--- src/rtl/sprite_layer_mixer.sv ---
// Fixed-priority sprite compositor with frame-shadowed enables/background and a 2-stage VGA output pipe.
// Optional per-frame collision report enabled by SPRITE_LAYER_MIXER_COLLISION_EN.
module sprite_layer_mixer #(
    parameter int unsigned LAYERS    = 4,
    parameter int unsigned COLR_BITS = 8,
    parameter logic [3*COLR_BITS-1:0] BG_RESET = 24'h6BE9F2,
    parameter bit H_POL = 1'b1,
    parameter bit V_POL = 1'b1
) (
    input  logic                            i_clk_pix,
    input  logic                            i_rst_n,
    input  logic                            i_frame,
    input  logic                            i_de,
    input  logic                            i_hsync,
    input  logic                            i_vsync,
    input  logic [LAYERS-1:0]               i_drawing,
    input  logic [LAYERS-1:0]               i_trans,
    input  logic [LAYERS*3*COLR_BITS-1:0]   i_rgb,
    input  logic [LAYERS-1:0]               i_layer_en,
    input  logic [3*COLR_BITS-1:0]          i_bg_colr,
`ifdef SPRITE_LAYER_MIXER_COLLISION_EN
    output logic [LAYERS-1:0]               o_collide,
    output logic                            o_collide_stb,
`endif
    output logic                            vga_hsync,
    output logic                            vga_vsync,
    output logic                            vga_blank_n,
    output logic                            vga_sync_n,
    output logic [COLR_BITS-1:0]            vga_r,
    output logic [COLR_BITS-1:0]            vga_g,
    output logic [COLR_BITS-1:0]            vga_b
);

    localparam int unsigned CW = 3 * COLR_BITS;

    logic [LAYERS-1:0] en_sh_q, en_sh_d;
    logic [CW-1:0]     bg_sh_q, bg_sh_d;
    logic [LAYERS-1:0] en_eff;
    logic [CW-1:0]     bg_eff;
    logic [LAYERS-1:0] vis;
    logic [CW-1:0]     colr_s1_q, colr_s1_d;
    logic              de_s1_q, hs_s1_q, vs_s1_q;

    // The frame-start pixel must already see the new shadow values, hence the bypass.
    always_comb begin
        en_sh_d = i_frame ? i_layer_en : en_sh_q;
        bg_sh_d = i_frame ? i_bg_colr  : bg_sh_q;
        en_eff  = en_sh_d;
        bg_eff  = bg_sh_d;
        vis     = i_drawing & ~i_trans & en_eff;
    end

    always_comb begin
        logic found;
        found     = 1'b0;
        colr_s1_d = bg_eff;
        for (int unsigned k = 0; k < LAYERS; k++) begin
            if (vis[k] && !found) begin
                colr_s1_d = i_rgb[k*CW +: CW];
                found     = 1'b1;
            end
        end
    end

    always_ff @(posedge i_clk_pix or negedge i_rst_n) begin
        if (!i_rst_n) begin
            en_sh_q   <= '1;
            bg_sh_q   <= BG_RESET;
            colr_s1_q <= '0;
            de_s1_q   <= 1'b0;
            hs_s1_q   <= !H_POL;
            vs_s1_q   <= !V_POL;
        end else begin
            en_sh_q   <= en_sh_d;
            bg_sh_q   <= bg_sh_d;
            colr_s1_q <= colr_s1_d;
            de_s1_q   <= i_de;
            hs_s1_q   <= i_hsync;
            vs_s1_q   <= i_vsync;
        end
    end

    always_ff @(posedge i_clk_pix or negedge i_rst_n) begin
        if (!i_rst_n) begin
            vga_hsync   <= !H_POL;
            vga_vsync   <= !V_POL;
            vga_blank_n <= 1'b0;
            vga_r       <= '0;
            vga_g       <= '0;
            vga_b       <= '0;
        end else begin
            vga_hsync   <= hs_s1_q;
            vga_vsync   <= vs_s1_q;
            vga_blank_n <= de_s1_q;
            vga_r       <= de_s1_q ? colr_s1_q[CW-1 -: COLR_BITS]            : '0;
            vga_g       <= de_s1_q ? colr_s1_q[2*COLR_BITS-1 -: COLR_BITS]   : '0;
            vga_b       <= de_s1_q ? colr_s1_q[COLR_BITS-1:0]                : '0;
        end
    end

    assign vga_sync_n = 1'b1;

`ifdef SPRITE_LAYER_MIXER_COLLISION_EN
    logic [LAYERS-1:0] acc_q, acc_d;
    logic              multi;

    // Two or more set bits: clearing the lowest set bit leaves something behind.
    always_comb begin
        multi = |(vis & (vis - LAYERS'(1)));
        if (i_frame)
            acc_d = (i_de && multi) ? vis : '0;
        else if (i_de && multi)
            acc_d = acc_q | vis;
        else
            acc_d = acc_q;
    end

    always_ff @(posedge i_clk_pix or negedge i_rst_n) begin
        if (!i_rst_n) begin
            acc_q         <= '0;
            o_collide     <= '0;
            o_collide_stb <= 1'b0;
        end else begin
            acc_q         <= acc_d;
            o_collide_stb <= i_frame;
            if (i_frame)
                o_collide <= acc_q;
        end
    end
`endif

endmodule

--- config.mk ---
export PLATFORM = sky130hd
export DESIGN_NAME = sprite_layer_mixer
export DESIGN_NICKNAME = d
export VERILOG_FILES = /design/src/rtl/sprite_layer_mixer.sv
export SDC_FILE = /design/constraint.sdc
export NUM_CORES = 1
export LEC_CHECK = 0
export CAP_MARGIN = 0
export CORE_AREA = 2 2 98 100
export DETAILED_ROUTE_END_ITERATION = 10
export DIE_AREA = 0 0 100 102
export PLACE_DENSITY = 0.84
export SLEW_MARGIN = 20
export SYNTH_ARGS = -nofsm -noshare
export SYNTH_HDL_FRONTEND = slang
export SYNTH_SLANG_ARGS = --single-unit
--- constraint.sdc ---
create_clock -name i_clk_pix -period 2.6 [get_ports i_clk_pix]
set_input_delay 0.78 -clock i_clk_pix [delete_from_list [all_inputs] [get_ports i_clk_pix]]
set_output_delay 0.78 -clock i_clk_pix [all_outputs]
set_load 0.01 [all_outputs]
==> impl_metrics.csv, run 1 <==
group,metric,value,unit
status,status,"finished, final reports clean",
timing,period_share,96.0,%
synth,yosysTopAreaCell,"dfrtp_1",
floorplan,die_h,102,um
grt,grt_pass1_wl,18000,um
critical_path,worst-path-buf-inv,3,
timing,worst_slew_pin_slew,0.722,ns
synth,ys_async_sr_fraction,100,%
clock_tree,cts_hold_buf,0,
synth,synth.top_cell.area_share,40.7,%
clock_tree,path_clk_slew,0.08,ns
timing,rsz0062_at_grt,"false",
grt,track_usage,23.3,%
timing,fmax,401,MHz
min_path,hp-class,"reg -> reg",
power,finalPower,3280,uW
floorplan,die_w,100,um
power,clkPwrFrac,31.1,%
timing,relSlewSlack,51.9,%
route,ant_nets,0,
floorplan,fp.dieArea,0.0102,mm2
route,wl,11700,um
flow_run,cap_violations,0,
floorplan,start_util,42.6,%
critical_path,path_cells,"clkdlybuf4s50_1 -> buf_4 -> mux2i_1 -> a2111o_1 -> buf_4 -> a21oi_1 -> o32ai_1",
grt,grt_pass1_vias,3658,
clock_tree,cts_buffers,9,
critical_path,start_kind,"input port",
route,detail_route.iter0.violations,98,
place,placed_cell_area,0.00576,mm2
power,p_per_area,548,mW/mm2
final_layout,area_delta_synth_final,54.4,%
grt,grt_overflow,0,
route,num_vias,3334,
synth,synth_ff_type,"dfrtp_1",
floorplan,io_pins,166,
critical_path,cp-end-kind,"register",
clock_tree,clk_path_buf_depth,2,
timing,clock_skew,0.00649,ns
final_layout,final_net_count,654,
critical_path,crit_family,"buffers and inverters",
route,drc,0,
final_layout,drive_gt1_share,17.5,%
synth,yosysMostFrequentCell,"dfrtp_1",
synth,ys_seq_elements,82,
route,drt-wirelength-per-cell,18.6,um
floorplan,core,0.00911,mm2
clock_tree,cts_max_level,3,
synth,synth_edf_count,0,
final_layout,fin_cells,632,
clock_tree,clock-root-buffer,"clkbuf_8",
final_layout,finalInstanceArea,0.00598,mm2
place,hpwl,8860,um
floorplan,num_rows,35,
place,gp_congestion,0.874,
place,dp.cells,616,
power,seqPwrFrac,45.6,%
synth,synthTopCellsByArea,"dfrtp_1 41%, dfstp_2 13%, mux2i_1 7.0%",
synth,yosysWarnings,0,
critical_path,worstSetupPathType,"in -> reg",
timing,period_minus_slack,2.49,ns
final_layout,fillCellCount,702,
route,first_pass_iters,4,
power,p_int,2470,uW
clock_tree,cts.sinks,82,
synth,synth_cells,344,
route,viasPerCell,5.28,
synth,syn_area_per_cell,11.3,um2
power,leakagePower,0.00244,uW
critical_path,cp_max_fo,24,
synth,synth_common_cells,"63 x dfrtp_1, 29 x inv_1, 27 x mux2i_1",
critical_path,cp_data_required_time,2.82,ns
grt,antenna_found_initial,0,
timing,final_hold_viol_count,0,
critical_path,critPathSlowestCell,"clkdlybuf4s50_1",
clock_tree,cts_tree,"yes",
critical_path,cpMostUsedCell,"buf_4",
critical_path,max_stage_delay,0.55,ns
critical_path,arrival,2.72,ns
power,ir_drop,294,uV
timing,maxSlewViolCount,0,
grt,grt_start_max_net_pins,43,
synth,synth_nets,482,
power,switchingPower,810,uW
timing,finalSetupViolations,0,
place,io_buffers,164,
final_layout,diodes,0,
synth,ys_seq_area_share,53.6,%
synth,synth_area,0.00388,mm2
power,power_frac_comb,23.4,%
synth,synth_cell_types,24,
clock_tree,clock_latency,0.35,ns
power,p_sw_share,24.7,%
-- layout by cell type, fill, tap and decap left out, drive strengths merged, types with 2 or more instances in the layout --
| master | n |
|---|---|
| bufinv | 2 |
| buf | 27 |
| mux2 | 25 |
| o32ai | 25 |
| clkinv | 2 |
| dfstp | 19 |
| inv | 29 |
| nand3b | 24 |
| a21oi | 24 |
| mux2i | 27 |
| and2 | 24 |
| dfrtp | 63 |
| or3 | 24 |
| clkdlybuf4s50 | 163 |
| nor3 | 25 |
| clkbuf | 11 |
-- kinds of logic (layout without fill, tap and decap cells) --
kind of cell	Yosys count	count (layout)	synth area share [%]
other	1	1	0.0967
AND/OR/NAND/NOR	100	100	16.1
buffers and inverters	58	235	6.46
flip-flops	82	82	53.6
AO/OA/AOI/OAI	51	51	9.46
multiplexers	52	52	14.3
-- routing by layer --
layer	GRT usage [%]	part of all wire [%]	wire (um)	up-vias
li1	-	-	-	1555
met1	26.8	38	4470	1614
met2	42.8	53	6270	138
met3	4.04	5.3	618	27
met4	10.4	3.1	366	0
met5	0	0	0	-
-- area by class of cell --
type / instances / area [um2] / share of cell area [%]
multi-input combinational: 204 / 1580 / 26.4
clock inverter: 5 / 77.6 / 1.30
tap: 111 / 139 / 2.32
sequential: 82 / 2080 / 34.7
timing repair buffer: 190 / 1860 / 31.1
clock buffer: 11 / 141 / 2.36
inverter: 29 / 109 / 1.82
-- per-stage QoR --
| stage | TNS (ns) | utilization (%) | setup WS, ns | hold slack (ns) |
|---|---|---|---|---|
| finish | 0 | 65.7 | 0.105 | 0.364 |
| global route | 0 | 65.7 | 0.0405 | 0.384 |
| CTS | 0 | 65.7 | 0.102 | 0.368 |
| detailed placement | -4.47 | 63.3 | -0.269 | 0.343 |
| global placement | -2.66 | 63.3 | -0.144 | 0.336 |
| floorplan | 0 | - | 0.227 | 0.331 |
-- power by group through the flow --
stage | logic [uW] | registers, uW | clock network [uW]
after floorplan | 301 | 1530 | 0
after global placement | 745 | 1510 | 0
after detailed placement | 765 | 1520 | 0
after CTS | 768 | 1500 | 1030
after global routing | 826 | 1510 | 1080
final | 767 | 1490 | 1020
-- state kept, by name, indices dropped and copies added, names as in the netlist --
register     flops
vga_b            8
vga_r            8
hs_s1_q          1
vga_hsync        1
colr_s1_q       24
de_s1_q          1
vga_vsync        1
vga_blank_n      1
bg_sh_q         24
vs_s1_q          1
vga_g            8
en_sh_q          4
-- path summary, 6_finish.rpt --
| kind | startpoint | to | slack [ns] | depth (start not counted) |
|---|---|---|---|---|
| setup / recovery | i_frame | colr_s1_q[15]$_DFF_PN0_ | 0.11 | 7 |
| hold / removal | vs_s1_q$_DFF_PN0_ | vga_vsync$_DFF_PN0_ | 0.36 | 0 |
| setup reg to reg | en_sh_q[0]$_DFF_PN1_ | colr_s1_q[10]$_DFF_PN0_ | 0.82 | 5 |
| hold reg to reg | vs_s1_q$_DFF_PN0_ | vga_vsync$_DFF_PN0_ | 0.36 | 0 |
| max in group asynchronous | i_rst_n | bg_sh_q[22]$_DFF_PN1_ | 1.51 | 2 |
| min in group asynchronous | i_rst_n | vga_b[1]$_DFF_PN0_ | 0.40 | 1 |
-- repair_timing --
item,in CTS,in global routing
setup buffers,0,0
endpoints found under the setup margin,0,2
resized for setup,0,1
hold endpoints to repair,0,0
(Power assumes the default switching activity.)
==> run 2, diff against run 1 <==
--- a/config.mk
+++ b/config.mk
@@ -7,9 +7,12 @@
 export LEC_CHECK = 0
 export CAP_MARGIN = 0
 export CORE_AREA = 2 2 98 100
+export CTS_CLUSTER_DIAMETER = 200
+export CTS_CLUSTER_SIZE = 40
 export DETAILED_ROUTE_END_ITERATION = 10
 export DIE_AREA = 0 0 100 102
 export PLACE_DENSITY = 0.84
+export REMOVE_ABC_BUFFERS = 1
 export SLEW_MARGIN = 20
 export SYNTH_ARGS = -nofsm -noshare
 export SYNTH_HDL_FRONTEND = slang
==> impl_metrics.csv, run 2 (synthesis gave the netlist of run 1 again) <==
group,metric,value,unit
route,wl,11500,um
critical_path,worstReg2RegEnd,"colr_s1_q[20]$_DFF_PN0_",
power,switchingPower,807,uW
clock_tree,cts_hold_buf,0,
timing,hold_ws,0.356,ns
critical_path,crit_family,"buffers and inverters",
route,num_vias,3318,
critical_path,r2r-start,"en_sh_q[0]$_DFF_PN1_",
final_layout,fillCellCount,732,
final_layout,final_net_count,650,
floorplan,io_pins,166,
critical_path,arrival,2.48,ns
critical_path,cp_num_cells,6,
power,ir_drop,319,uV
place,dp.cells,612,
final_layout,mostFrequentLayoutCell,"clkdlybuf4s50_1",
critical_path,cp_max_fo,11,
min_path,hp-class,"reg -> reg",
critical_path,worst-path-buf-inv,2,
critical_path,worstSetupPathType,"in -> reg",
floorplan,core,0.00911,mm2
timing,finalSetupViolations,0,
route,detail_route.iter0.violations,128,
timing,rsz0062_at_grt,"false",
route,drc,0,
clock_tree,clock_latency,0.33,ns
floorplan,die_h,102,um
final_layout,drive_gt1_share,17.0,%
timing,relSlewSlack,51.5,%
critical_path,max_stage_delay,0.42,ns
critical_path,cp-startpoint,"i_layer_en[2]",
timing,period_minus_slack,2.26,ns
timing,fin_setup_tns,0,ns
floorplan,fp.dieArea,0.0102,mm2
floorplan,die_w,100,um
timing,worst_slew_pin_slew,0.727,ns
critical_path,regToRegSetupSlack,0.81,ns
clock_tree,ctsResizeCount,0,
critical_path,reg2reg_depth,5,
grt,grt_pass1_vias,3524,
clock_tree,cts.sinks,82,
flow_run,cap_violations,0,
final_layout,multi_input_area,0.00159,mm2
power,seqPwrFrac,47.1,%
grt,track_usage,22.2,%
route,ant_nets,0,
grt,grt_pass1_wl,17500,um
status,status,"finished, final reports clean",
power,power_frac_comb,24.0,%
critical_path,path_cells,"clkdlybuf4s50_1 -> mux2_4 -> a2111o_1 -> or2_1 -> buf_4 -> o32ai_1",
clock_tree,clk_path_buf_depth,2,
timing,period_share,87.0,%
timing,fmax,442,MHz
power,p_int,2370,uW
clock_tree,cts_buffers,9,
final_layout,regArea,0.00208,mm2
clock_tree,clock-root-buffer,"clkbuf_8",
final_layout,top_regs,"bg_sh_q: 24 flops, colr_s1_q: 24 flops",
power,p_per_area,534,mW/mm2
timing,clock_skew,0.00918,ns
power,clkPwrFrac,29.0,%
critical_path,endpoint,"colr_s1_q[3]$_DFF_PN0_",
place,hpwl,8280,um
grt,grt_overflow,0,
timing,maxSlewViolCount,0,
final_layout,area_delta_synth_final,53.4,%
route,first_pass_iters,4,
final_layout,final_cell_mix,"162 x clkdlybuf4s50_1, 63 x dfrtp_1, 29 x inv_1, 26 x mux2i_1",
grt,grt_start_max_net_pins,49,
clock_tree,cts_max_level,3,
floorplan,num_rows,35,
critical_path,cp-end-kind,"register",
floorplan,start_util,42.6,%
power,leakagePower,0.00241,uW
final_layout,diodes,0,
timing,final_hold_viol_count,0,
final_layout,fin_cells,628,
route,drt-wirelength-per-cell,18.3,um
place,gp_congestion,0.855,
clock_tree,path_clk_slew,0.09,ns
place,io_buffers,164,
route,viasPerCell,5.28,
grt,antenna_found_initial,0,
clock_tree,cts_tree,"yes",
critical_path,critPathSlowestCell,"clkdlybuf4s50_1",
critical_path,start_kind,"input port",
power,p_sw_share,25.4,%
clock_tree,postCtsSetupBuffers,0,
critical_path,cp_data_required_time,2.82,ns
run 2: worst min path at each step:
stage,start,slack (ns),to,cells after the start
floorplan,hs_s1_q$_DFF_PN0_,0.33,vga_hsync$_DFF_PN0_,0
global placement,hs_s1_q$_DFF_PN0_,0.33,vga_hsync$_DFF_PN0_,0
detailed placement,vs_s1_q$_DFF_PN0_,0.34,vga_vsync$_DFF_PN0_,0
CTS,vs_s1_q$_DFF_PN0_,0.36,vga_vsync$_DFF_PN0_,0
global route,vs_s1_q$_DFF_PN0_,0.36,vga_vsync$_DFF_PN0_,0
finish,vs_s1_q$_DFF_PN0_,0.36,vga_vsync$_DFF_PN0_,0
run 2: area by class of cell:
cell class	count	area share [%]
inverter	29	1.83
timing repair buffer	186	30.9
clock buffer	11	2.38
multi-input combinational	204	26.7
clock inverter	5	0.926
tap	111	2.34
sequential	82	34.9
run 2: power by group through the flow:
stage	registers, uW	logic (uW)	clock network, uW
CTS	1500	766	935
detailed placement	1520	763	0
global placement	1510	741	0
global route	1510	819	977
floorplan	1530	280	0
finish	1490	762	920
run 2: routing by layer:
metal	global-route usage (%)	part of all wire (%)
met5	0	0
met3	4.79	6.4
met1	29.0	42
met2	38.6	51
met4	4.53	0.87
run 2: metrics by stage:
stage,cell area [um2],power (uW),setup WS [ns],utilization [%]
global placement,5750,2260,0.0698,63.1
finish,5940,3180,0.337,65.3
detailed placement,5750,2280,0.0105,63.1
floorplan,3730,1810,-2.62,-
CTS,5940,3200,0.358,65.3
global route,5940,3310,0.292,65.3
==> run 3, diff against run 2 <==
--- a/config.mk
+++ b/config.mk
@@ -6,11 +6,11 @@
 export NUM_CORES = 1
 export LEC_CHECK = 0
 export CAP_MARGIN = 0
-export CORE_AREA = 2 2 98 100
+export CORE_AREA = 2 2 117 85
 export CTS_CLUSTER_DIAMETER = 200
 export CTS_CLUSTER_SIZE = 40
 export DETAILED_ROUTE_END_ITERATION = 10
-export DIE_AREA = 0 0 100 102
+export DIE_AREA = 0 0 119 87
 export PLACE_DENSITY = 0.84
 export REMOVE_ABC_BUFFERS = 1
 export SLEW_MARGIN = 20
==> constraint.sdc (replaced) <==
create_clock -name i_clk_pix -period 2.6 [get_ports i_clk_pix]
set_input_delay 0.52 -clock i_clk_pix [delete_from_list [all_inputs] [get_ports i_clk_pix]]
set_output_delay 0.52 -clock i_clk_pix [all_outputs]
set_load 0.01 [all_outputs]
==> impl_metrics.csv, run 3 (synthesis gave the netlist of run 1 again) <==
group,metric,value,unit
clock_tree,ctsResizeCount,0,
timing,relSlewSlack,44.8,%
timing,period_minus_slack,2.09,ns
critical_path,worstReg2RegEnd,"colr_s1_q[12]$_DFF_PN0_",
final_layout,utilization,65.2,%
route,ant_nets,0,
clock_tree,cts_max_level,3,
timing,period_share,80.5,%
floorplan,num_rows,30,
critical_path,worstSetupPathType,"in -> reg",
critical_path,arrival,2.31,ns
clock_tree,clk_path_buf_depth,2,
floorplan,fp.dieArea,0.0104,mm2
place,gp_congestion,0.810,
clock_tree,postCtsSetupBuffers,0,
final_layout,top_regs,"bg_sh_q: 24 flops, colr_s1_q: 24 flops",
timing,maxSlewViolCount,0,
flow_run,cap_violations,0,
min_path,hp-class,"in -> async",
timing,final_hold_viol_count,0,
route,wl,11600,um
grt,grt_pass1_wl,18100,um
final_layout,mostFrequentLayoutCell,"clkdlybuf4s50_1",
route,first_pass_iters,4,
floorplan,die_w,119,um
timing,clock_skew,0.00762,ns
grt,grt_overflow,0,
grt,grt_start_max_net_pins,44,
clock_tree,clock_latency,0.33,ns
route,detail_route.iter0.violations,187,
grt,antenna_found_initial,0,
final_layout,final_cell_mix,"162 x clkdlybuf4s50_1, 63 x dfrtp_1, 29 x inv_1, 26 x mux2i_1",
timing,worst_slew_pin_slew,0.827,ns
final_layout,final_net_count,649,
critical_path,reg2reg_depth,6,
place,hpwl,8560,um
power,p_per_area,610,mW/mm2
status,status,"finished, final reports clean",
route,num_vias,3302,
grt,track_usage,23.1,%
critical_path,r2r-start,"en_sh_q[2]$_DFF_PN1_",
floorplan,core,0.00935,mm2
clock_tree,cts_tree,"yes",
critical_path,regToRegSetupSlack,0.71,ns
route,drc,0,
grt,grt_pass1_vias,3576,
clock_tree,cts_hold_buf,0,
critical_path,start_kind,"input port",
critical_path,cp-startpoint,"i_layer_en[2]",
final_layout,area_delta_synth_final,57.2,%
place,io_buffers,164,
critical_path,cp_max_fo,26,
timing,fmax,478,MHz
clock_tree,cts.sinks,82,
critical_path,cp_data_required_time,2.82,ns
floorplan,die_h,87,um
critical_path,cp-end-kind,"register",
route,viasPerCell,5.13,
power,leakagePower,0.00248,uW
timing,fin_setup_tns,0,ns
clock_tree,path_clk_slew,0.06,ns
clock_tree,clock-root-buffer,"clkbuf_16",
floorplan,start_util,41.5,%
route,drt-wirelength-per-cell,18.0,um
floorplan,io_pins,166,
final_layout,drive_gt1_share,16.7,%
final_layout,diodes,0,
timing,rsz0062_at_grt,"false",
clock_tree,cts_buffers,9,
power,ir_drop,311,uV
timing,finalSetupViolations,0,
==> run 3: cell types whose count changed in the layout (fill, tap and decap cells not counted), sizes merged <==
cell      previous run  this run
bufinv               1         3
clkinvlp             2         0
clkbuf              11        12
clkinv               2         0
buf                 24        23
inv                 29        30
==> run 3: report_power, final <==
group,switching (uW),total (uW),internal (uW)
registers,45.0,1500,1450
logic,310,756,446
clock network,495,1460,969
==> run 3: worst max path at each step <==
| stage | slack [ns] | endpoint |
|---|---|---|
| after floorplan | -2.36 | colr_s1_q[0]$_DFF_PN0_ |
| after global placement | 0.30 | colr_s1_q[3]$_DFF_PN0_ |
| after detailed placement | 0.19 | colr_s1_q[12]$_DFF_PN0_ |
| after CTS | 0.52 | colr_s1_q[12]$_DFF_PN0_ |
| after global routing | 0.43 | colr_s1_q[21]$_DFF_PN0_ |
| final | 0.51 | colr_s1_q[12]$_DFF_PN0_ |
==> run 3: layer usage <==
metal	vias to the layer above	GRT usage (%)	routed length, um
met3	12	5.69	733
li1	1548	-	-
met1	1601	29.8	5170
met2	141	38.6	5570
met4	0	7.79	136
met5	-	0	0
==> run 3: worst max-delay path, cell delays in order <==
cell,delay [ns]
clkdlybuf4s50_1,0.50
mux2_4,0.17
buf_4,0.29
o2bb2ai_2,0.15
buf_4,0.26
nor3_1,0.09
o32ai_1,0.32
==> run 3: final cells by class <==
cell class                      count  area [um2]
Clock buffer                       12         246
Clock inverter                      4        98.8
Fill cell                         710        3250
Inverter                           29         109
Multi-Input combinational cell    204        1590
Sequential cell                    82        2080
Tap cell                          128         160
Timing Repair Buffer              185        1820
==> run 3: stage by stage <==
stage               cells  hold WS (ns)  setup WS (ns)  power (uW)  instance area [um2]
finish                644         0.158          0.507        3720                 6090
CTS                   644         0.174          0.515        3740                 6090
global placement      628         0.333          0.302        2250                 5750
global route          644         0.194          0.433        3880                 6090
floorplan             315         0.224          -2.36        1810                 3730
detailed placement    628         0.343          0.189        2280                 5750
